**config.mk**
```make
export PLATFORM = sky130hd
export DESIGN_NAME = imem_loader
export DESIGN_NICKNAME = d
export VERILOG_FILES = /design/src/rtl/core_pkg.sv /design/src/rtl/byte_packer.sv /design/src/rtl/imem_loader.sv
export SDC_FILE = /design/constraint.sdc
export NUM_CORES = 1
export LEC_CHECK = 0
export CAP_MARGIN = 20
export CORE_MARGIN = 1.5
export CORE_UTILIZATION = 48
export CTS_BUF_LIST = sky130_fd_sc_hd__clkbuf_4 sky130_fd_sc_hd__clkbuf_8
export CTS_CLUSTER_DIAMETER = 120
export CTS_CLUSTER_SIZE = 20
export DETAILED_ROUTE_END_ITERATION = 6
export GPL_ROUTABILITY_DRIVEN = 0
export PLACE_DENSITY = 0.71
export SLEW_MARGIN = 20
export SYNTH_ARGS = -nofsm -noshare
export SYNTH_HDL_FRONTEND = slang
export SYNTH_SLANG_ARGS = --single-unit
```
**constraint.sdc**
```tcl
create_clock -name clk -period 2.28 [get_ports clk]
set_clock_uncertainty 0.05 [all_clocks]
set_input_delay 0.456 -clock clk [delete_from_list [all_inputs] [get_ports clk]]
set_output_delay 0.456 -clock clk [all_outputs]
set_load 0.05 [all_outputs]
```
**src/rtl/core_pkg.sv**
```systemverilog
// Shared core definitions: instruction-memory address width (also the core pc
// width) and the boot loader FSM state encoding.
package core_pkg;

  localparam int unsigned IMEM_ADDR_W = 10;
  localparam int unsigned LD_STATE_W  = 3;

  typedef enum logic [LD_STATE_W-1:0] {
    LD_IDLE,
    LD_LEN_LO,
    LD_LEN_HI,
    LD_DATA,
    LD_WRITE,
    LD_CSUM,
    LD_DONE,
    LD_ERR
  } ld_state_t;

endpackage

```
**src/rtl/byte_packer.sv**
```systemverilog
// Packs a little-endian byte stream into 32-bit words.
// Ports:
//   clk, rstn   clock, asynchronous active-low reset
//   clear       restart packing at byte 0 (new frame)
//   shift_en    accept din into the current byte lane
//   din         incoming byte
//   word        assembled word (byte k lands in bits [8k+7:8k])
//   byte_idx    lane the next byte will be written to
//   word_ready  one-cycle pulse the cycle after the 4th byte of a word
module byte_packer (
  input  logic        clk,
  input  logic        rstn,
  input  logic        clear,
  input  logic        shift_en,
  input  logic [7:0]  din,
  output logic [31:0] word,
  output logic [1:0]  byte_idx,
  output logic        word_ready
);

  // Each word fully overwrites all four lanes, so no clear is needed between words.
  always_ff @(posedge clk or negedge rstn) begin
    if (!rstn) begin
      word       <= '0;
      byte_idx   <= '0;
      word_ready <= 1'b0;
    end else begin
      word_ready <= 1'b0;
      if (clear) begin
        word     <= '0;
        byte_idx <= '0;
      end else if (shift_en) begin
        word[{byte_idx, 3'b000} +: 8] <= din;
        byte_idx   <= byte_idx + 2'd1;
        word_ready <= (byte_idx == 2'd3);
      end
    end
  end

endmodule

```
**src/rtl/imem_loader.sv**
```systemverilog
// Boot-time instruction memory loader. Receives a framed byte stream
// (LEN_LO, LEN_HI, 4*N payload bytes, XOR checksum), writes little-endian
// words to consecutive addresses from 0 and keeps the core in reset until a
// complete, checksum-valid image has been loaded.
// Ports:
//   clk, rstn            clock, asynchronous active-low reset
//   start                one-cycle pulse, begins a load from IDLE/DONE/ERR
//   in_valid, in_data    byte stream input
//   in_ready             byte accepted when in_valid & in_ready
//   imem_we              one-cycle write strobe per word
//   imem_addr            word address of the write
//   imem_wdata           instruction word
//   core_rstn            core reset, high only in DONE
//   done, error          load result levels
module imem_loader
  import core_pkg::*;
#(
  parameter int unsigned ADDR_W = IMEM_ADDR_W,
  parameter int unsigned DEPTH  = 1024
) (
  input  logic              clk,
  input  logic              rstn,
  input  logic              start,
  input  logic              in_valid,
  input  logic [7:0]        in_data,
  output logic              in_ready,
  output logic              imem_we,
  output logic [ADDR_W-1:0] imem_addr,
  output logic [31:0]       imem_wdata,
  output logic              core_rstn,
  output logic              done,
  output logic              error
);

  localparam int unsigned CNT_W = 16;

  ld_state_t        state;
  logic [CNT_W-1:0] len;
  logic [CNT_W-1:0] word_cnt;
  logic [7:0]       csum;

  logic             accept;
  logic             can_start;
  logic             pk_clear;
  logic             pk_shift;
  logic [1:0]       pk_idx;
  logic             pk_word_ready;
  logic [31:0]      pk_word;

  assign accept    = in_valid & in_ready;
  assign can_start = (state == LD_IDLE) || (state == LD_DONE) || (state == LD_ERR);
  assign pk_clear  = start & can_start;
  assign pk_shift  = accept & (state == LD_DATA);

  byte_packer u_packer (
    .clk        (clk),
    .rstn       (rstn),
    .clear      (pk_clear),
    .shift_en   (pk_shift),
    .din        (in_data),
    .word       (pk_word),
    .byte_idx   (pk_idx),
    .word_ready (pk_word_ready)
  );

  // The packer's word_ready pulse lines up with the WRITE state cycle; the
  // address is the not-yet-incremented word counter (N <= DEPTH, so no wrap).
  assign imem_we    = pk_word_ready;
  assign imem_wdata = pk_word;
  assign imem_addr  = word_cnt[ADDR_W-1:0];

  // Load FSM; outputs are updated together with each state transition.
  always_ff @(posedge clk or negedge rstn) begin
    if (!rstn) begin
      state     <= LD_IDLE;
      in_ready  <= 1'b0;
      core_rstn <= 1'b0;
      done      <= 1'b0;
      error     <= 1'b0;
      len       <= '0;
      word_cnt  <= '0;
      csum      <= '0;
    end else begin
      case (state)
        LD_IDLE, LD_DONE, LD_ERR: begin
          if (start) begin
            state     <= LD_LEN_LO;
            in_ready  <= 1'b1;
            core_rstn <= 1'b0;
            done      <= 1'b0;
            error     <= 1'b0;
            len       <= '0;
            word_cnt  <= '0;
            csum      <= '0;
          end
        end
        LD_LEN_LO: begin
          if (accept) begin
            len[7:0] <= in_data;
            state    <= LD_LEN_HI;
          end
        end
        LD_LEN_HI: begin
          if (accept) begin
            len[15:8] <= in_data;
            if ({in_data, len[7:0]} == 16'd0) begin
              state <= LD_CSUM;
            end else if (17'({in_data, len[7:0]}) > 17'(DEPTH)) begin
              state    <= LD_ERR;
              in_ready <= 1'b0;
              error    <= 1'b1;
            end else begin
              state <= LD_DATA;
            end
          end
        end
        LD_DATA: begin
          if (accept) begin
            csum <= csum ^ in_data;
            if (pk_idx == 2'd3) begin
              state    <= LD_WRITE;
              in_ready <= 1'b0;
            end
          end
        end
        LD_WRITE: begin
          word_cnt <= word_cnt + 16'd1;
          in_ready <= 1'b1;
          if ((word_cnt + 16'd1) == len) begin
            state <= LD_CSUM;
          end else begin
            state <= LD_DATA;
          end
        end
        LD_CSUM: begin
          if (accept) begin
            in_ready <= 1'b0;
            if (in_data == csum) begin
              state     <= LD_DONE;
              done      <= 1'b1;
              core_rstn <= 1'b1;
            end else begin
              state <= LD_ERR;
              error <= 1'b1;
            end
          end
        end
        default: begin
          state    <= LD_IDLE;
          in_ready <= 1'b0;
        end
      endcase
    end
  end

endmodule

```
## Yosys cells after proc, flatten, opt, wreduce, memory -nomap -nowiden

Cells that the tools add are included.

- Flip-flop bits (word level): 81
- Input bits: 12
- Output and inout port bits: 47
- Word-level logic and storage cells: 106

- $add $sub $neg: 3
- $lt $le $gt $ge: 1
- Eq/ne operators: 20
- Shift operators: 2
- Multiplexer cells: 44
- Bitwise gates (word level): 4
- Reductions and logical operators: 21

Operators with widths:

| kind | number |
|---|---|
| $mux 32 | 2 |
| $pmux 8 s2 | 3 |
| $bwmux 32 | 1 |
| $pmux 16 s2 | 1 |
| $shift 8x7->32 const A | 1 |
| $shiftx 8x7->32 | 1 |
| $mux 3 | 9 |
| $mux 8 | 3 |
| $mux 1 | 18 |
| $ne 2x2->1 const B | 9 |
| $pmux 3 s6 | 1 |
| $add 16x1->16 const B | 1 |
| $eq 16x16->1 | 1 |
| $gt 16x11->1 const B | 1 |
| $logic_not 16->1 | 1 |
| $mux 16 | 1 |
| $eq 3x3->1 const B | 4 |
| $reduce_bool 2->1 | 6 |
| $reduce_and 3->1 | 3 |
| $eq 8x8->1 | 1 |
| $reduce_and 8->1 | 1 |
| $xor 8x8->8 | 1 |
| $neg 5->7 | 1 |
| $reduce_and 7->1 | 1 |
| 18 further kinds | 23 |

## Longest topological paths before layout

- Depth after elaboration: 5
- Gate-level depth with buffers: 9
- Depth with buffers taken out: 7

## Modules after synthesis

Synthesis repeated with hierarchy kept, for this count alone.

- Cells, all modules: 519
- Area, all modules: 4,747.1 um^2

Modules (own cells, without submodules):

| module | times used | cells an instance | area an instance (um^2) | seq. area each (um^2) |
|---|---|---|---|---|
| imem_loader | 1 | 392 | 3,139.3 | 1,151.1 |
| byte_packer | 1 | 127 | 1,607.8 | 875.8 |

## Worst setup path before layout

No wires, ideal clock.

- Path kind: register -> register
- Start point: register word_cnt[0]
- End point: register state[2]
- Library setup time: 0.120 ns
- Arrival: 1.903 ns
- Data required time: 2.110 ns
- Setup slack: 0.207 ns
- Stages on the path, launching flop included: 10
- Path buffers: 2
- Clock period less this slack: 2.073 ns
- Cell sequence: dfrtp_1 > ha_1 > clkbuf_2 > and4_2 > buf_2 > and4_1 > o21ai_1 > o311ai_0 > and4_1 > a31o_1

- Cells in the longest elaborated chain, start to end: 4

RTL lines:

| what | line | text |
|---|---|---|
| from (decl) | imem_loader.sv:39 | `logic [CNT_W-1:0] word_cnt;` |
| from (signal assigned) | imem_loader.sv:127 | `word_cnt <= word_cnt + 16'd1;` |
| $add 16x1->16 | imem_loader.sv:129 | `if ((word_cnt + 16'd1) == len) begin` |
| $eq 16x16->1 | imem_loader.sv:129 |  |
| $mux 3 | imem_loader.sv:129 |  |
| $pmux 3 s6 | imem_loader.sv:84 | `case (state)` |
| to (signal assigned) | imem_loader.sv:87 | `state <= LD_LEN_LO;` |
| to (signal assigned) | imem_loader.sv:130 | `state <= LD_CSUM;` |
| to (signal assigned) | imem_loader.sv:132 | `state <= LD_DATA;` |
| to (decl) | imem_loader.sv:37 | `ld_state_t state;` |

No other way between the ends.
A chain may end at the register's enable or synchronous reset.

## Worst setup path after layout

- Start point: register word_cnt[4]
- End point: output imem_addr[4]

RTL lines:

| what | line | text |
|---|---|---|
| to (decl) | imem_loader.sv:28 | `output logic [ADDR_W-1:0] imem_addr,` |

No word-level cell between the ends.

==> out/metrics.yaml <==
io-pin-count: 59
slowest_stage: "clkdlybuf4s50_1"
ys_seq_area_frac: 0.450
pre_cts_slack_ns: -0.128
ant_nets: 0
cp.buffers_inverters: 1
timing.final.max_slew_violations: 0
cpLargestDelayFamily: "buffers and inverters"
clkSinkCount: 81
final.setup.worst_slack_ns: 0.0788
crit_path_end_kind: "output pin"
vias_per_cell: 5.73
number_of_global_route_vias_before_repair: 3618
die-area_um2: 9970
detailed_place_hpwl_um: 8230
powerDensity_nw_per_um2: 1020
routed_wire_length_per_instance_um: 17.5
port-buffer-count: 58
grt_start_max_net_pins: 30
maxSlewHeadroom: 0.613
fmaxAchievable_mhz: 454
path_clk_slew_ns: 0.09
cts_tree: "done"
ys.flop_type: "dfrtp_1"
setup.worst_path.start_class: "register"
hold_violations: 0
max_cap_viol_count: 0
area_growth_pct: 21.9
synth_async_sr_flop_share: 1.00
clock_buffer_count_from_cts: 9
crit_path_max_incr_delay_ns: 0.85
rsz_0062_raised_after_global_routing: "false"
synth_edf_count: 0
synth.ff_latch_count: 81
final.period_utilization: 0.965
critical_path_class: "register to output pin"
worstMarginPinSlew_ns: 0.580
critPathArrivalTime_ns: 1.70
critical_path_peak_fanout: 9
synth_cells: 479
wire_length_of_the_first_global_routing_pass_um: 18800
fin_nets: 559
cellLeakagePower_nw: 2.46
fp.dieH_um: 99.9
setup_viol: 0
finalWirelength_um: 11500
synth.avg_cell_area_um2: 9.40
post_synth_num_cell_types: 60
antenna-diode-count: 0
required_ns: 1.77
run_status: "complete, no violations"
fillerInstances: 778
fin_area_um2: 5490
dieWidth_um: 99.9
cts.repair_timing.setup_buffer_count: 0
rows: 35
detailedRoute.firstIterationViolations: 187
final_common_cell: "dfrtp_1"
gr-usage-all-layers: 0.243
finalWorstPathRequiredPeriod_ns: 2.20
htree_levels: 3
grt_remaining_overflow: 0
ir_worst_vdd_mv: 0.445
synthesis.nets: 496
min-delay-path-class: "register to register"
placed_area_um2: 5260
placeableCoreArea_um2: 9150
grt_antenna_before_repair: 0
mostFrequentLayoutCells: "dfrtp_1, clkdlybuf4s50_1, nand2_1"
clock_insertion_delay_worst_skew_ns: 0.37
final_total_negative_setup_slack_ns: 0
cell_area_after_synthesis_um2: 4500
cts.root.buffer_cell: "clkbuf_8"
crit_chain: "clkdlybuf4s50_1"
ctsLongestPathBuffers: 2
floorplan.initialDensity: 0.492
drc: 0
yosysWarningCount: 0
drt_pre_antenna_iters: 4
drive_above_1_share: 0.154
vias: 3773
registers in the layout, summed over array words and instances, names as in the netlist:
register and cells:
u_packer.word 32, error 1, state 3, csum 8, u_packer.byte_idx 2, in_ready 1
len 16, done 1, word_cnt 16, u_packer.word_ready 1
kinds of logic (layout without fill, tap and decap cells):
kind of cell,after synthesis,in the layout,synth area share
mux,3,3,0.00667
fa+ha+maj,6,6,0.0161
buf+inv,63,131,0.0728
simple gates,160,160,0.193
xor+xnor,21,21,0.0408
flops,81,81,0.450
compound gates,145,145,0.221
power by group:
| part | leakage (nW) | switching, W | internal, W |
|---|---|---|---|
| registers | 1.11 | 0.000298 | 0.00174 |
| logic | 1.25 | 0.00145 | 0.00103 |
| clock network | 0.100 | 0.000579 | 0.000515 |
| total | 2.46 | 0.00233 | 0.00328 |
per-layer routing:
| layer | share of wire | global-route usage | vias to the layer above |
|---|---|---|---|
| li1 | - | - | 1834 |
| met1 | 0.45 | 0.316 | 1821 |
| met2 | 0.50 | 0.410 | 105 |
| met3 | 0.044 | 0.0501 | 13 |
| met4 | 0.014 | 0.0758 | 0 |
| met5 | 0 | 0 | - |
cell usage after synthesis (all sizes together) (8+ instances only):
cell type	number	area, um2
a31o	9	78.8
o21ai	44	220
nor2b	20	125
dfrtp	81	2030
nor2	31	129
buf	33	214
xnor2	12	105
xor2	9	78.8
nand4	9	77.6
a22o	31	272
a21oi	29	153
nand2	49	184
o31ai	9	81.3
clkbuf	14	53.8
nor4	8	65.1
nand3	12	60.1
inv	16	60.1
stage by stage:
step | total power [W] | hold slack, ns | cells | util
final | 0.00562 | 0.456 | 658 | 0.600
after global routing | 0.00597 | 0.490 | 658 | 0.600
after CTS | 0.00561 | 0.458 | 658 | 0.598
after detailed placement | 0.00450 | 0.354 | 641 | 0.575
after global placement | 0.00445 | 0.351 | 641 | 0.575
after floorplan | 0.00371 | 0.110 | 479 | -
path summary, 6_finish.rpt:
check / from / end / slack, ns / depth (start not counted)
setup reg to reg: word_cnt[0] / state[2] / 0.20 / 7
hold reg to reg: len[9] / len[9] / 0.46 / 2
max in group asynchronous: rstn / state[1] / 1.07 / 3
setup / recovery: word_cnt[4] / imem_addr[4] / 0.08 / 1
hold / removal: len[9] / len[9] / 0.46 / 2
min in group asynchronous: rstn / u_packer.word[27] / 0.48 / 2
area by class of cell:
type | instances | area, um2 | area share
Multi-Input combinational cell | 335 | 2160 | 0.394
Sequential cell | 81 | 2030 | 0.370
Timing Repair Buffer | 99 | 900 | 0.164
Tap cell | 111 | 139 | 0.0253
Clock buffer | 9 | 124 | 0.0226
Clock inverter | 7 | 77.6 | 0.0141
Inverter | 16 | 60.1 | 0.0109
what timing repair did:
action / 4_1_cts / 5_1_grt
gates cloned: 0 / 0
hold buffers: 1 / 0
hold endpoints to repair: 26 / 0
pin swaps: 0 / 0
gates resized for setup: 3 / 7
setup endpoints to repair: 3 / 13
(Power assumes the default switching activity.)
==> patch 1, RTL diff (same settings) <==
Reset style: synchronous (`rstn`), changed in 2 clocked blocks. Comments in the files are not updated.
--- a/src/rtl/byte_packer.sv
+++ b/src/rtl/byte_packer.sv
@@ -20,5 +20,5 @@
 
   // Each word fully overwrites all four lanes, so no clear is needed between words.
-  always_ff @(posedge clk or negedge rstn) begin
+  always_ff @(posedge clk) begin
     if (!rstn) begin
       word       <= '0;
--- a/src/rtl/imem_loader.sv
+++ b/src/rtl/imem_loader.sv
@@ -71,5 +71,5 @@
 
   // Load FSM; outputs are updated together with each state transition.
-  always_ff @(posedge clk or negedge rstn) begin
+  always_ff @(posedge clk) begin
     if (!rstn) begin
       state     <= LD_IDLE;
Formal check against the unedited RTL: differs if rstn is asserted again (counterexample within 4 cycles, from zero or initial values and one cycle with rstn low); with rstn held inactive, the same outputs for 10 cycles.
==> patch 1 against the unedited design <==
  * The run now ends with design-rule violations left
  * Synthesized cell count is 23% higher
  * Final area fell by 0.91%
  * Register-to-register slack got worse by 0.13 ns
  * Utilization up 1.8 points
  * Wire length is 4.8% higher
  * Area after synthesis fell by 2.2%
  * Fmax decreased by 0.49%
  * Sequential cell count unchanged
  * Worst setup slack lost 0.011 ns
  * Critical path type unchanged
Power is not compared: it rests on default switching activity, and its combinational part moved more than twofold at a synthesized area within 25%.
==> patch 1: results <==
[layout]
layout.cells.non_filler = 761
design_area_sq_um = 5440
multi_input_gates = 439
multi_input_area_share = 0.459
signal_buffers = 105
fin_nets = 668
drive_gt1_frac = 0.124

[setup_path]
r2r-end = state[1]
cp-endpoint = imem_addr[9]
path_max_fanout = 4
critPathLaunch = word_cnt[9]
r2r_cells = 8

[placement]
place_hpwl_um = 8440
place_inst = 746
place_ws_ns = -0.180

[global_routing]
grt_pass1_vias = 4175
grt_max_degree = 37
met1_usage = 0.316
grtUsageTotal = 0.256
grtUsageMet3 = 0.0369
grt_pass1_wl_um = 20100

[outcome]
violations = design-rule violations
status = finished, violations left

[timing]
fin_crit_ns = 2.21
hold_ws_ns = 0.407
max_slew_margin = 0.633

[routing]
vias_per_cell = 5.71
route.detailed.drc = 3

[logic_synthesis]
ys.flop_type = dfxtp_1
async_flop_share = 0
ys_seq_area_frac = 0.368

[hold_path]
min-delay-start = u_packer.word[19]

[clock_tree]
cts_resized = 2
==> patch 1: cells by family (layout without fill, tap and decap cells) <==
logic type | Yosys count | after routing | share of synthesized area
flip-flops | 81 | 81 | 0.368
adder cells (fa/ha/maj) | 7 | 7 | 0.0199
XOR/XNOR | 27 | 27 | 0.0537
multiplexers | 1 | 1 | 0.00227
buffers and inverters | 67 | 133 | 0.0744
AND/OR/NAND/NOR | 258 | 258 | 0.291
AO/OA/AOI/OAI | 146 | 146 | 0.191
==> patch 1: power groups by stage <==
| stage | logic [uW] | registers (uW) | clock network (uW) |
|---|---|---|---|
| global route | 486 | 1460 | 1110 |
| CTS | 435 | 1450 | 1050 |
| finish | 444 | 1460 | 1030 |
| detailed placement | 433 | 1490 | 0 |
| floorplan | 265 | 1500 | 0 |
| global placement | 428 | 1490 | 0 |
==> patch 1: critical path, stage by stage (launching register included) <==
cell and delay (ns):
dfxtp_1 0.40, buf_4 0.16, clkdlybuf4s50_1 0.79
==> patch 2, RTL diff (same flow settings) <==
Made on the original files. Change the package constant `LD_STATE_W` from 3 to 6.
--- a/src/rtl/core_pkg.sv
+++ b/src/rtl/core_pkg.sv
@@ -4,5 +4,5 @@
 
   localparam int unsigned IMEM_ADDR_W = 10;
-  localparam int unsigned LD_STATE_W  = 3;
+  localparam int unsigned LD_STATE_W  = 6;
 
   typedef enum logic [LD_STATE_W-1:0] {
Check against the original RTL: no difference found for any inputs over 10 cycles, from zero or initial values and one cycle with rstn low; that may be too few to reach the edited logic, so the function may still have changed.
==> patch 2 against the unedited design <==
  * Wire length is 5.1% higher
  * Via count is 5.3% higher
  * Final area is 1.0% higher
  * Combinational power increased by 20%
  * Total power grew 11%
  * Fmax rose by 0.28%
  * Worst hold slack got worse by 0.45 ns
  * Sequential cell count unchanged
  * Worst setup slack better by 0.0062 ns
  * Global-route usage grew 0.72 points
  * Area after synthesis is the same
  * Largest cell class unchanged
  * Highest routed layer unchanged
==> patch 2: results <==
[logic_synthesis]
synthTopCellsByArea = dfrtp_1 (45%), nand2_1 (5.6%), xor2_1 (4.7%)
synthMostInstantiatedCell = dfrtp_1
synth_warnings = 0
synth_nets = 513
ys.flop_type = dfrtp_1
synth_top_cells_by_count = dfrtp_1 (81), nand2_1 (67), nor2_1 (53)
ys_types = 59

[timing]
max_slew_margin = 0.481
fin_crit_ns = 2.19
slew_viol_final = 0

[routing]
wl_per_cell_um = 17.6
drt_iter0_drc = 250
first_pass_iters = 5
vias_per_cell = 5.81

[placement]
placed_cell_area_sq_um = 5340
place_ws_ns = -0.174
place_hpwl_um = 8700

[power]
p_sw_frac = 0.456
ir_drop_mv = 0.559
p_leak_uw = 0.00252

[clock_tree]
clk_latency_ns = 0.36

[outcome]
status = finished, final reports clean

[layout]
fin_nets = 585
drive_gt1_frac = 0.143

[hold_path]
hold_path.class = input port to asynchronous set/reset pin

[setup_path]
crit_family = buffers and inverters
path_max_fanout = 5
slowest_stage = clkdlybuf4s50_1
worst_path_largest_cell_delay_ns = 0.86

[global_routing]
grtUsageTotal = 0.250
antenna_found_initial = 0
grt_max_degree = 39
grt_pass1_vias = 3863
grt_pass1_wl_um = 19400
==> patch 2: cell types whose count changed after synthesis, sizes merged, moves of 7 or more <==
cell	delta
a22o	-22
a31o	-9
a41o	+7
nor2	+25
nand3	+10
o21ai	-13
nand2	+19
xor2	+15
nor2b	-19
a21oi	-9
a22oi	+15
==> patch 2: final cells by class <==
type | instances | area, sq um
fill | 815 | 3610
multi-input combinational | 353 | 2190
sequential | 81 | 2030
timing repair buffer | 105 | 936
tap | 111 | 139
clock buffer | 9 | 124
inverter | 18 | 67.6
clock inverter | 7 | 62.6
==> patch 2: power groups by stage <==
stage               combinational [uW]  clock [uW]  sequential [uW]
floorplan                         1960           0             2390
global placement                  2900           0             2240
detailed placement                2960           0             2260
CTS                               2970        1040             2240
global route                      3250        1100             2300
finish                            2980        1020             2250
==> patch 2: repair_timing <==
action / 4_1_cts / 5_1_grt
setup endpoints to repair: 2 / 12
gates resized for setup: 2 / 6
endpoints found under the hold margin: 0 / 0
==> patch 2: layer usage <==
layer | vias up | global-route usage | part of all wire
li1 | 1876 | - | -
met4 | 0 | 0.0845 | 0.019
met2 | 138 | 0.430 | 0.49
met5 | - | 0 | 0
met3 | 19 | 0.0557 | 0.060
met1 | 1940 | 0.313 | 0.43
==> patch 2: path summary, 6_finish.rpt <==
path | cells past startpoint | from | to
max | 1 | in_ready | in_ready
min | 1 | rstn | word_cnt[2]
max reg2reg | 6 | word_cnt[4] | state[1]
min reg2reg | 1 | u_packer.word[21] | u_packer.word[21]
max in group asynchronous | 2 | rstn | error
min in group clk | 1 | u_packer.word[21] | u_packer.word[21]
==> patch 2: cell families after synthesis <==
| family | count (synthesis) | synth area share |
|---|---|---|
| xor gates and xnor gates | 38 | 0.0739 |
| muxes | 2 | 0.00472 |
| AOI/OAI and AO/OA | 118 | 0.180 |
| DFF | 81 | 0.450 |
| adders and majority gates | 5 | 0.0139 |
| and+or+nand+nor | 190 | 0.209 |
| buffers and inverters | 62 | 0.0681 |
==> patch 2: stage by stage <==
stage | instances | hold WS (ns) | total power, uW
global placement | 668 | 0.401 | 5140
detailed placement | 668 | 0.409 | 5230
global route | 684 | 0.0371 | 6650
floorplan | 496 | 0.110 | 4350
CTS | 684 | 0.0230 | 6240
finish | 684 | 0.00629 | 6250
